**src/rtl/menu_select_ctl.sv**
```systemverilog
// Interactive VGA menu overlay: hit-tests the mouse against N item boxes, draws hover/selection, commits clicks.
// Optional keyboard cursor/enter inputs are compiled in when MENU_KEYBOARD_EN is defined.
module menu_select_ctl #(
  parameter int          N_ITEMS     = 4,
  parameter int          ITEM_X      = 384,
  parameter int          ITEM_W      = 256,
  parameter int          ITEM_Y0     = 200,
  parameter int          ITEM_H      = 32,
  parameter int          ITEM_PITCH  = 192,
  parameter int          BORDER      = 2,
  parameter logic [11:0] HOVER_RGB   = 12'hFF0,
  parameter logic [11:0] SEL_RGB     = 12'h0F0,
  parameter logic [7:0]  TOGGLE_MASK = 8'b0000_0010,
  localparam int         IW          = (N_ITEMS > 1) ? $clog2(N_ITEMS) : 1
) (
  input  logic               clk,
  input  logic               rst,
  input  logic [10:0]        vcount_in,
  input  logic [10:0]        hcount_in,
  input  logic               vsync_in,
  input  logic               hsync_in,
  input  logic               vblnk_in,
  input  logic               hblnk_in,
  input  logic [11:0]        rgb_in,
  input  logic [11:0]        xpos,
  input  logic [11:0]        ypos,
  input  logic               mouse_left,
`ifdef MENU_KEYBOARD_EN
  input  logic               key_up,
  input  logic               key_down,
  input  logic               key_enter,
`endif
  output logic [10:0]        vcount_out,
  output logic [10:0]        hcount_out,
  output logic               vsync_out,
  output logic               hsync_out,
  output logic               vblnk_out,
  output logic               hblnk_out,
  output logic [11:0]        rgb_out,
  output logic               hover_valid,
  output logic [IW-1:0]      hover_idx,
  output logic [IW-1:0]      choice_idx,
  output logic               choice_strobe,
  output logic [N_ITEMS-1:0] option_bits
);

  localparam logic [11:0] X_LO  = 12'(ITEM_X);
  localparam logic [11:0] X_HI  = 12'(ITEM_X + ITEM_W);
  localparam logic [11:0] XB_LO = 12'(ITEM_X + BORDER);
  localparam logic [11:0] XB_HI = 12'(ITEM_X + ITEM_W - BORDER);

  typedef struct packed {
    logic          hit;
    logic [IW-1:0] idx;
    logic          border;
  } hit_t;

  typedef enum logic [1:0] {LOCK, IDLE, PRESS, WAIT_REL} click_state_t;

  // At most one box can match because the pitch is never smaller than the box height.
  function automatic hit_t hit_test(input logic [11:0] x, input logic [11:0] y);
    hit_t        r;
    logic [11:0] top, bot, top_b, bot_b;
    r = '0;
    for (int i = 0; i < N_ITEMS; i++) begin
      top   = 12'(ITEM_Y0 + i * ITEM_PITCH);
      bot   = 12'(ITEM_Y0 + i * ITEM_PITCH + ITEM_H);
      top_b = 12'(ITEM_Y0 + i * ITEM_PITCH + BORDER);
      bot_b = 12'(ITEM_Y0 + i * ITEM_PITCH + ITEM_H - BORDER);
      if (x >= X_LO && x < X_HI && y >= top && y < bot) begin
        r.hit    = 1'b1;
        r.idx    = IW'(i);
        r.border = (x < XB_LO) || (x >= XB_HI) || (y < top_b) || (y >= bot_b);
      end
    end
    return r;
  endfunction

  hit_t pix_hit, mouse_hit;
  always_comb begin
    pix_hit   = hit_test({1'b0, hcount_in}, {1'b0, vcount_in});
    mouse_hit = hit_test(xpos, ypos);
  end

  // ---------------- video pipeline ----------------
  logic          s1_hit_q, s1_border_q;
  logic [IW-1:0] s1_idx_q;
  logic [11:0]   s1_rgb_q, rgb_q, rgb_d;
  logic [10:0]   s1_vc_q, s1_hc_q, vc_q, hc_q;
  logic [3:0]    s1_strb_q, strb_q;   // {vsync, hsync, vblnk, hblnk}

  logic          hover_valid_q, committed_q;
  logic [IW-1:0] hover_idx_q, choice_idx_q;

  always_comb begin
    // NOTE: every always_comb output gets a default first so no path leaves it unassigned (no latch).
    rgb_d = s1_rgb_q;
    if (s1_hit_q) begin
      if (hover_valid_q && hover_idx_q == s1_idx_q && s1_border_q)
        rgb_d = HOVER_RGB;
      else if (committed_q && choice_idx_q == s1_idx_q && s1_rgb_q == 12'h000)
        rgb_d = SEL_RGB;
    end
  end

  always_ff @(posedge clk) begin
    // NOTE: state is updated with non-blocking assignments so every register samples pre-edge values.
    if (rst) begin
      s1_hit_q    <= 1'b0;
      s1_border_q <= 1'b0;
      s1_idx_q    <= '0;
      s1_rgb_q    <= '0;
      s1_vc_q     <= '0;
      s1_hc_q     <= '0;
      s1_strb_q   <= '0;
      rgb_q       <= '0;
      vc_q        <= '0;
      hc_q        <= '0;
      strb_q      <= '0;
    end else begin
      s1_hit_q    <= pix_hit.hit & ~(hblnk_in | vblnk_in);
      s1_border_q <= pix_hit.border;
      s1_idx_q    <= pix_hit.idx;
      s1_rgb_q    <= rgb_in;
      s1_vc_q     <= vcount_in;
      s1_hc_q     <= hcount_in;
      s1_strb_q   <= {vsync_in, hsync_in, vblnk_in, hblnk_in};
      rgb_q       <= rgb_d;
      vc_q        <= s1_vc_q;
      hc_q        <= s1_hc_q;
      strb_q      <= s1_strb_q;
    end
  end

  // ---------------- hover register ----------------
  logic          vblnk_prev_q, vblnk_rise;
  logic          hover_valid_d;
  logic [IW-1:0] hover_idx_d;
`ifdef MENU_KEYBOARD_EN
  logic          kbd_mode_q, kbd_mode_d, mouse_moved;
  logic [11:0]   kx_q, ky_q, kx_d, ky_d;
`endif

  always_comb begin
    vblnk_rise    = vblnk_in & ~vblnk_prev_q;
    hover_valid_d = hover_valid_q;
    hover_idx_d   = hover_idx_q;
`ifdef MENU_KEYBOARD_EN
    kbd_mode_d  = kbd_mode_q;
    kx_d        = kx_q;
    ky_d        = ky_q;
    mouse_moved = (xpos != kx_q) || (ypos != ky_q);
    if (kbd_mode_q && mouse_moved) kbd_mode_d = 1'b0;
    if (key_up || key_down) begin
      if (key_up)
        hover_idx_d = (hover_idx_q == '0) ? IW'(N_ITEMS - 1) : hover_idx_q - 1'b1;
      else
        hover_idx_d = (hover_idx_q == IW'(N_ITEMS - 1)) ? '0 : hover_idx_q + 1'b1;
      hover_valid_d = 1'b1;
      kbd_mode_d    = 1'b1;
      kx_d          = xpos;
      ky_d          = ypos;
    end else if (vblnk_rise && (!kbd_mode_q || mouse_moved)) begin
      hover_valid_d = mouse_hit.hit;
      hover_idx_d   = mouse_hit.idx;
    end
`else
    if (vblnk_rise) begin
      hover_valid_d = mouse_hit.hit;
      hover_idx_d   = mouse_hit.idx;
    end
`endif
  end

  always_ff @(posedge clk) begin
    if (rst) begin
      vblnk_prev_q  <= 1'b0;
      hover_valid_q <= 1'b0;
      hover_idx_q   <= '0;
`ifdef MENU_KEYBOARD_EN
      kbd_mode_q    <= 1'b0;
      kx_q          <= '0;
      ky_q          <= '0;
`endif
    end else begin
      vblnk_prev_q  <= vblnk_in;
      hover_valid_q <= hover_valid_d;
      hover_idx_q   <= hover_idx_d;
`ifdef MENU_KEYBOARD_EN
      kbd_mode_q    <= kbd_mode_d;
      kx_q          <= kx_d;
      ky_q          <= ky_d;
`endif
    end
  end

  // ---------------- click FSM ----------------
  // Each state is only entered with the button at a known level, so levels double as edges here.
  click_state_t  state_q, state_d;
  logic [IW-1:0] press_idx_q, press_idx_d, commit_idx;
  logic          commit_req, commit_choice, commit_toggle;
  logic          choice_strobe_q;
  logic [N_ITEMS-1:0] option_bits_q;

  always_comb begin
    state_d     = state_q;
    press_idx_d = press_idx_q;
    commit_req  = 1'b0;
    commit_idx  = press_idx_q;
    case (state_q)
      LOCK:     if (!mouse_left) state_d = IDLE;
      IDLE: begin
        if (mouse_left) begin
          if (mouse_hit.hit) begin
            press_idx_d = mouse_hit.idx;
            state_d     = PRESS;
          end else begin
            state_d = WAIT_REL;
          end
        end
`ifdef MENU_KEYBOARD_EN
        else if (key_enter && hover_valid_q) begin
          commit_req = 1'b1;
          commit_idx = hover_idx_q;
        end
`endif
      end
      PRESS: begin
        if (!mouse_left) begin
          state_d    = IDLE;
          commit_req = mouse_hit.hit && (mouse_hit.idx == press_idx_q);
        end
      end
      WAIT_REL: if (!mouse_left) state_d = IDLE;
      default:  state_d = LOCK;
    endcase
    commit_choice = commit_req & ~TOGGLE_MASK[commit_idx];
    commit_toggle = commit_req &  TOGGLE_MASK[commit_idx];
  end

  always_ff @(posedge clk) begin
    if (rst) begin
      state_q         <= LOCK;
      press_idx_q     <= '0;
      choice_idx_q    <= '0;
      choice_strobe_q <= 1'b0;
      committed_q     <= 1'b0;
      option_bits_q   <= '0;
    end else begin
      state_q         <= state_d;
      press_idx_q     <= press_idx_d;
      choice_strobe_q <= commit_choice;
      if (commit_choice) begin
        choice_idx_q <= commit_idx;
        committed_q  <= 1'b1;
      end
      if (commit_toggle) option_bits_q[commit_idx] <= ~option_bits_q[commit_idx];
    end
  end

  assign vcount_out    = vc_q;
  assign hcount_out    = hc_q;
  assign {vsync_out, hsync_out, vblnk_out, hblnk_out} = strb_q;
  assign rgb_out       = rgb_q;
  assign hover_valid   = hover_valid_q;
  assign hover_idx     = hover_idx_q;
  assign choice_idx    = choice_idx_q;
  assign choice_strobe = choice_strobe_q;
  assign option_bits   = option_bits_q;

endmodule

```
**config.mk**
```make
export PLATFORM = sky130hd
export DESIGN_NAME = menu_select_ctl
export DESIGN_NICKNAME = d
export VERILOG_FILES = /design/src/rtl/menu_select_ctl.sv
export SDC_FILE = /design/constraint.sdc
export NUM_CORES = 1
export LEC_CHECK = 0
export BUFFER_PORTS_ARGS = -buffer_cell sky130_fd_sc_hd__buf_2
export CAP_MARGIN = 20
export CORE_ASPECT_RATIO = 0.75
export CORE_MARGIN = 3
export CORE_UTILIZATION = 40
export DETAILED_ROUTE_END_ITERATION = 8
export PLACE_DENSITY = 0.66
export SYNTH_ARGS = -nofsm -noshare
export SYNTH_HDL_FRONTEND = slang
export SYNTH_SLANG_ARGS = --single-unit
```
**constraint.sdc**
```tcl
create_clock -name clk -period 5.2 [get_ports clk]
set_input_delay 0.52 -clock clk [delete_from_list [all_inputs] [get_ports clk]]
set_output_delay 0.52 -clock clk [all_outputs]
set_load 0.02 [all_outputs]
```
==> impl_results.md, run 1 <==
- Outcome: finished, final reports clean
- Wirelength per Cell: 12.5 microns
- H-tree depth: 3
- Max Cap Viol: 0
- Final ANT Viol Nets: 0
- Largest net degree at the start of global routing: 59
- Worst-path maximum fanout: 13
- Fin crit share: a little under half
- DIE HEIGHT: 83.6 microns
- Pre-Repair DR Iteration Count: 4
- Worst slew margin: 30.4%
- RSZ-0062 raised after global routing: false
- Post-layout util: 53.1%
- Root Buffer: clkbuf_8
- Total CTS buffers: 9
- Chip width: around 110 microns
- Crit path capture type: register
- Max frequency: 426 MHz
- Leakage: 1.72 nW
- Clock transition at path regs: 0.09 ns
- Area contributors post-synth: dfxtp_1, nor2b_1, nor2_1
- Nets: about 480
- Critical path buffer and inverter count: 1
- Critical path origin: ypos[11]
- Tot Pwr: 1.36 mW
- Setup violations, final: 0
- Area after DPL: 3810 sq um
- Core area: 7570 sq um
- Top-count cell post-synth: dfxtp_1
- Synthesized cell area: 3210 sq um
- Synthesized flop and latch total: 95
- Startpoint types: input port
- Post-CTS sizing: 0
- Vias in the first global route: 2259
- Hold_ws: 0.356 ns
- First-pass GRT wire length: between 10000 and 15000 microns
- Initial antenna violation count: 0
- HP Class: input port to register
- Hold path start: hblnk_in
- Finished layout cell area: 4020 sq um
- Max VDD drop: 0.000160 V
- Synthesized instance count: 314
- Post-synth EDFFs: 0
- Syn Nets: 379
- Critical path class: input port to register
- Placement row count: 27
- Routed via count: around 2.4k
- IO buf count: 102
- Setup bufs post-CTS: 0
- PD cells: roughly 340 nW/um^2
- Synth Warn #: 0
- Critical path cell sequence: buf_2 -> nor4_1 -> o2111ai_1 -> or4_1 -> a211o_1 -> a21oi_2
- Commonest cells post-synth: dfxtp_1, nor2b_1, nor2_1
- Syn Area/Cell: 10.2 sq um
- Worst Skew: 0.0103 ns
- Synth top area share: 59.2%
- CTS Hold Bufs: 0
- Netlist cell types: 44
- Slowest stage delay, CP: 0.64 ns
- Area leader, netlist: dfxtp_1
- Ant. Diodes: 0
- Async SR Flop Fraction: 0%
- Total die area: 9150 sq um
- GRT Total Usage: 14.2%
- Sequential area share after synthesis: 59.2%
- Total grt overflow: 0
- Slew Viols, Final: 0
- Crit path arrival time: approximately 2.6 ns
- Final wirelength: 6510 microns
- DRC Markers: 0
- Slowest-stage cell, CP: or4_1
- Initial Utilization: 42.4%
- Ports: 113
- Top Family by Delay on Critical Path: simple AND/OR/NAND/NOR gates
- Worst slew pin tran: 1.04 ns
- CTS Buffer Depth: 2
- Reg2reg start: state_q[1]
- Clock sinks: between 90 and 100
- Final Hold Fails: 0
- Setup TNS: 0 ns
- Tmin final: 2.35 ns
- Clock Latency Late Sink: 0.35 ns
- Proportion of layout cells with a drive suffix above 1: between 20% and 30%
- DRT iter0 DRCs: 71
- TritonCTS clock tree: yes
- Ys flop type: dfxtp_1
- Gpl congestion: 0.814
- Synthesis-to-layout area growth: 25.0%
- Worst endpoint required time: 5.47 ns
- Vias/cell: 4.66
- Detail Placement HPWL: between 4000 and 5000 microns
layer usage:
| metal | wire length [microns] | GRT usage, % | vias to the layer above |
|---|---|---|---|
| met2 | 2700 | 21.3 | 76 |
| met5 | 0 | 0 | - |
| met4 | 42 | 4.08 | 0 |
| li1 | - | - | 1275 |
| met1 | 3190 | 19.0 | 1076 |
| met3 | 585 | 5.41 | 4 |
kinds of logic (layout without fill, tap and decap cells):
family          after synthesis  after routing  share of synthesized area, %
simple gates                148            148                          27.3
flops                        95             95                          59.2
compound gates               41             41                          8.34
buf+inv                      20            127                          2.38
xor+xnor                      8              8                          2.18
mux                           2              2                         0.623
power by group:
group          switching (mW)  internal [mW]  total [mW]
logic                  0.0640         0.0468       0.111
registers             0.00763          0.755       0.763
clock network           0.245          0.238       0.483
cell usage in the layout, fill, tap and decap left out, types with 2 or more instances in the layout:
cell type	instances
nor4b_1	2
or3_1	2
nand3_1	3
nand2b_1	3
dfxtp_1	95
inv_1	8
nor3b_1	5
a21oi_1	13
nor2_1	24
buf_2	102
o31ai_1	4
nand3b_1	2
clkbuf_8	10
o41ai_1	2
o21ai_0	6
a31oi_1	2
and3b_1	2
or3b_1	2
nand4_1	4
clkinv_4	2
xnor2_1	7
nor4_1	9
mux2i_1	2
or4_1	3
nand2_1	6
and2_1	4
o2111ai_1	2
nor2b_1	69
nor3_1	4
a211oi_1	3
state kept, by name (all words and copies together) (netlist names), 2 cells and up:
name	cells
commit_idx	2
hcount_out	11
choice_idx	2
s1_idx_q	2
s1_rgb_q	12
vcount_out	11
strb_q	4
s1_strb_q	4
hover_idx	2
rgb_out	12
s1_hc_q	11
option_bits	4
s1_vc_q	11
state_q	2
final cells by class:
cell class,instances,area [sq um]
inverters,8,30.0
repair buffers,103,518
multi-input cells,199,1230
clock inverters,6,68.8
flip-flops and latches,95,1900
well taps,101,126
fillers,738,3550
clock buffers,10,138
through the flow:
stage	cells	worst slack [ns]
final	522	2.85
after global placement	506	2.59
after CTS	522	2.89
after detailed placement	506	2.53
after floorplan	314	3.16
after global routing	522	2.79
worst paths after layout:
| check | depth (start not counted) | endpoint | slack, ns |
|---|---|---|---|
| worst min register to register | 1 | vcount_out[2] | 0.44 |
| worst max register to register | 5 | choice_idx[1] | 3.40 |
| worst max-delay path | 6 | committed_q | 2.85 |
| worst min-delay path | 2 | s1_hit_q | 0.36 |
(Power assumes the default switching activity.)
==> inputs of run 2 (changes only) <==
--- a/config.mk
+++ b/config.mk
@@ -11,7 +11,7 @@
 export CORE_MARGIN = 3
 export CORE_UTILIZATION = 40
 export DETAILED_ROUTE_END_ITERATION = 8
-export PLACE_DENSITY = 0.66
+export PLACE_DENSITY = 0.69
 export SYNTH_ARGS = -nofsm -noshare
 export SYNTH_HDL_FRONTEND = slang
 export SYNTH_SLANG_ARGS = --single-unit
==> constraint.sdc (replaced) <==
create_clock -name clk -period 2 [get_ports clk]
set_input_delay 0.2 -clock clk [delete_from_list [all_inputs] [get_ports clk]]
set_output_delay 0.2 -clock clk [all_outputs]
set_load 0.02 [all_outputs]
==> run 2 against run 1 <==
Effect of this change: combinational power rose to 2.7 times the previous value; core utilization up 0.60 points; clock power rose to 2.6 times the previous value; wire length up 3.7%; design area up 1.1%; global-route usage up 0.90 points.
==> impl_results.md, run 2 (synthesized netlist as in run 1, its figures left out) <==
- Clock power frac: 35.5%
- Max VDD drop: 0.000340 V
- P_int: 2.73 mW
- Total grt overflow: 0
- First-pass GRT wire length: 10800 microns
- Final Hold Fails: 0
- Commonest non-fill, non-tap cell in the layout: buf_2
- Area after DPL: between 3000 and 4000 sq um
- Ant. Diodes: 0
- Hold_ws: 0.0582 ns
- Setup TNS: 0 ns
- Clock transition at path regs: around 0.080 ns
- HP Class: input port to register
- RSZ-0062 raised after global routing: false
- GRT Total Usage: between 10% and 20%
- IO buf count: 102
- PD cells: 870 nW/um^2
- Finished layout cell area: 4060 sq um
- P_sw: 799 uW
- Initial Utilization: 42.4%
- Nets: 487
- Outcome: finished, final reports clean
- Worst slew pin tran: 0.557 ns
- Crit path capture type: register
- Wirelength per Cell: ~13 microns
- Critical path class: register to register
- Setup violations, final: 0
- Worst-path maximum fanout: 4
- Ports: 113
- Post-CTS sizing: 0
- Routed via count: 2459
- Tmin final: 1.70 ns
- Max Cap Viol: 0
- Leakage: 1.75 nW
- DRT iter0 DRCs: 59
- Detail Placement HPWL: approximately 5200 microns
- Crit path arrival time: 1.96 ns
- Core area: 7570 sq um
- Commonest cells after routing, fill and taps aside: buf_2, dfxtp_1, nor2b_1
- Fin cells: 527
- CTS Buffer Depth: 2
- Root Buffer: clkbuf_8
- Max frequency: 589 MHz
- Pre-Repair DR Iteration Count: 4
- CTS Hold Bufs: 0
- Worst slew margin: 62.6%
- Final ANT Viol Nets: 0
- Worst Skew: ~0.0097 ns
- Clock Latency Late Sink: 0.35 ns
- Flop pwr share: 56.2%
- Total CTS buffers: 9
- Dpl cells: roughly 500
- Final wirelength: 6750 microns
- Gpl congestion: just under 0.9
- DIE HEIGHT: 83.6 microns
- Vias/cell: 4.67
- Worst endpoint required time: 2.26 ns
- H-tree depth: 3
- Switching share of power: 22.6%
- Largest net degree at the start of global routing: 30
- Chip width: between 100 and 150 microns
- Slew Viols, Final: 0
- Logic pwr share: under 10%
- Total die area: 9150 sq um
- Synthesis-to-layout area growth: 26.5%
- Placement row count: 27
- Fin crit share: 84.9%
- Proportion of layout cells with a drive suffix above 1: 30.0%
- Initial antenna violation count: 0
- TritonCTS clock tree: yes
- Setup bufs post-CTS: 0
- Vias in the first global route: 2269
- Startpoint types: register
- DRC Markers: 0
- Final setup margin: 0.303 ns
- Pre-CTS WS: 0.0650 ns
- Clock sinks: 95
## run 2: cell count changes in the layout (fill, tap and decap cells not counted)
cell | before | now
clkbuf_8 | 10 | 11
clkinv_2 | 1 | 0
inv_6 | 1 | 0
buf_4 | 1 | 7
## run 2: power by group through the flow
stage	Sequential (mW)	Combinational [mW]	Clock, mW
after floorplan	2.06	0.122	0
after global routing	1.99	0.327	1.39
after global placement	2.03	0.291	0
final	1.98	0.296	1.25
after CTS	1.98	0.297	1.30
after detailed placement	2.03	0.296	0
## run 2: final cells by class
cell class	count	area [sq um]
inverters	8	30.0
multi-input cells	199	1230
flip-flops and latches	95	1900
repair buffers	109	563
fillers	726	3510
clock inverters	4	55.1
clock buffers	11	151
well taps	101	126
## run 2: path summary, 6_finish.rpt
| check | startpoint | endpoint | slack (ns) | depth (start not counted) |
|---|---|---|---|---|
| setup reg to reg | state_q[1] | choice_idx[1] | 0.30 | 5 |
| hold reg to reg | s1_hc_q[8] | hcount_out[8] | 0.44 | 1 |
| setup / recovery | state_q[1] | choice_idx[1] | 0.30 | 5 |
| hold / removal | hblnk_in | s1_hit_q | 0.06 | 2 |
## run 2: routing by layer
metal / global-route usage, % / routed length [microns] / share of wire [%]
met5: 0 / 0 / 0
met4: 5.10 / 78 / 1.2
met1: 20.6 / 3300 / 49
met3: 5.65 / 502 / 7.4
met2: 21.8 / 2870 / 43
## run 2: through the flow
stage | total power [mW] | utilization [%]
finish | 3.53 | 53.7
global route | 3.70 | 53.7
CTS | 3.58 | 53.7
detailed placement | 2.32 | 50.9
global placement | 2.32 | 50.9
floorplan | 2.19 | -
## run 2: critical path, stage by stage, from the launching register on
cell	delay (ns)
dfxtp_1	0.38
nor3b_1	0.41
nand2_1	0.12
a2111oi_0	0.43
nor2_1	0.07
a211oi_1	0.20
==> inputs of run 3 (changes only) <==
--- a/config.mk
+++ b/config.mk
@@ -11,7 +11,7 @@
 export CORE_MARGIN = 3
 export CORE_UTILIZATION = 40
 export DETAILED_ROUTE_END_ITERATION = 8
-export PLACE_DENSITY = 0.69
+export PLACE_DENSITY = 0.66
 export SYNTH_ARGS = -nofsm -noshare
 export SYNTH_HDL_FRONTEND = slang
 export SYNTH_SLANG_ARGS = --single-unit
==> constraint.sdc (replaced) <==
create_clock -name clk -period 1.6 [get_ports clk]
set_input_delay 0.16 -clock clk [delete_from_list [all_inputs] [get_ports clk]]
set_output_delay 0.16 -clock clk [all_outputs]
set_load 0.02 [all_outputs]
==> run 3 against run 2 <==
Effect of this change: worst setup slack lost 0.24 ns; first-iteration DRC count shrank 24%; clock power increased by 29%; register-to-register slack lost 0.24 ns; core utilization grew 2.4 points; die area stayed put; critical path depth increased by 1.
==> impl_results.md, run 3 (synthesized netlist as in run 1, its figures left out) <==
- IO buf count: 102
- Startpoint types: input port
- CTS Buffer Depth: 2
- Ports: 113
- PD cells: ~1100 nW/um^2
- Chip width: 109 microns
- Core area: 7570 sq um
- Synthesis-to-layout area growth: 32.1%
- RSZ-0062 raised after global routing: true
- Slowest-stage cell, CP: or4_1
- HP Class: input port to register
- Leakage: approximately 1.8 nW
- Vias/cell: 4.71
- Commonest non-fill, non-tap cell in the layout: buf_2
- Slew Viols, Final: 0
- Clock transition at path regs: 0.09 ns
- Worst slew pin tran: 0.583 ns
- Worst endpoint required time: roughly 1.9 ns
- Setup violations, final: 0
- Worst-path maximum fanout: 3
- Root Buffer: clkbuf_8
- Post-layout util: 56.1%
- Routed via count: 2558
- First-pass GRT wire length: about 11000 microns
- Outcome: finished, final reports clean
- Largest net degree at the start of global routing: 29
- Max frequency: 652 MHz
- Pre-Repair DR Iteration Count: 4
- GRT Total Usage: between 10% and 20%
- Final setup margin: ~0.067 ns
- TritonCTS clock tree: yes
- Critical path class: input port to register
- Initial antenna violation count: 0
- Nets: 502
- H-tree depth: 3
- Max VDD drop: approximately 0.00064 V
- FILL cells: 696
- Final ANT Viol Nets: 0
- Pre-CTS WS: -0.272 ns
- Crit path arrival time: 1.82 ns
- Final Hold Fails: 0
- Max Cap Viol: 0
- Fin crit share: 95.8%
- Setup TNS: 0 ns
- Placement row count: 27
- DRC Markers: 0
- Ant. Diodes: 0
- Crit path capture type: register
- Clock Latency Late Sink: 0.34 ns
- Gpl congestion: 0.829
- Commonest cells after routing, fill and taps aside: buf_2, dfxtp_1, nor2b_1
- Final wirelength: between 6000 and 7000 microns
- Total CTS buffers: 9
- Slowest stage delay, CP: 0.52 ns
- Proportion of layout cells with a drive suffix above 1: 33.5%
- Critical path cell sequence: buf_2 -> nor4_1 -> o2111ai_1 -> or4_1 -> a211o_1 -> a21oi_2
- Tmin final: 1.53 ns
- Total grt overflow: 0
- Tot Pwr: 4.50 mW
- Initial Utilization: 42.4%
- Worst slew margin: 60.9%
- Detail Placement HPWL: 5200 microns
- Total die area: 9150 sq um
- Vias in the first global route: 2272
- DIE HEIGHT: 83.6 microns
- Wirelength per Cell: about 13 microns
- Clock sinks: 95
- Worst Skew: 0.00306 ns
- DRT iter0 DRCs: 45
[run 3: cell count changes in the layout (fill, tap and decap cells not counted), sizes merged]
| cell | delta |
|---|---|
| buf | +13 |
| clkinv | -1 |
| dlygate4sd3 | +2 |
| inv | +2 |
[run 3: critical path, delay by kind of cell]
kind | cells | cell delay [ns]
AND/OR/NAND/NOR | 2 | 0.90
AO/OA/AOI/OAI | 3 | 0.65
buffers and inverters | 1 | 0.10
[run 3: timing repair]
action                     4_1_cts  5_1_grt
hold endpoints to repair         2        0
resized for setup                0        8
buffers inserted                 0        1
setup endpoints to repair        0        4
hold buffers                     3        0
[run 3: cell type report]
| class | count | area (sq um) | area share (%) |
|---|---|---|---|
| clock inverter | 5 | 63.8 | 1.50 |
| sequential | 95 | 1900 | 44.8 |
| clock buffer | 11 | 151 | 3.57 |
| multi-input combinational | 199 | 1290 | 30.4 |
| timing repair buffer | 124 | 681 | 16.0 |
| tap | 101 | 126 | 2.98 |
| inverter | 8 | 30.0 | 0.708 |
[run 3: layer usage]
metal	vias up	part of all wire (%)	global-route usage (%)
li1	1307	-	-
met1	1160	48	21.0
met2	82	42	21.1
met3	9	9.8	6.57
met4	0	0.79	3.40
met5	-	0	0
[run 3: stage by stage]
step	cell area (sq um)	std cells	hold WS, ns
after floorplan	3240	314	0.238
after global placement	3960	524	0.367
after detailed placement	3960	524	0.369
after CTS	4210	543	0.00381
after global routing	4240	543	0.00183
final	4240	543	0.00702
[run 3: path summary, 6_finish.rpt]
kind                                    start             to  slack (ns)  cells past startpoint
worst max register to register  commit_idx[0]    committed_q        0.07                      4
worst min register to register     s1_vc_q[3]  vcount_out[3]        0.44                      1
worst max-delay path                 ypos[11]    committed_q        0.07                      6
worst min-delay path                 vblnk_in       s1_hit_q       0.007                      2
[run 3: power breakdown]
group,switching (mW),internal [mW]
registers,0.0237,2.45
logic,0.224,0.182
clock network,0.790,0.821
total,1.04,3.46
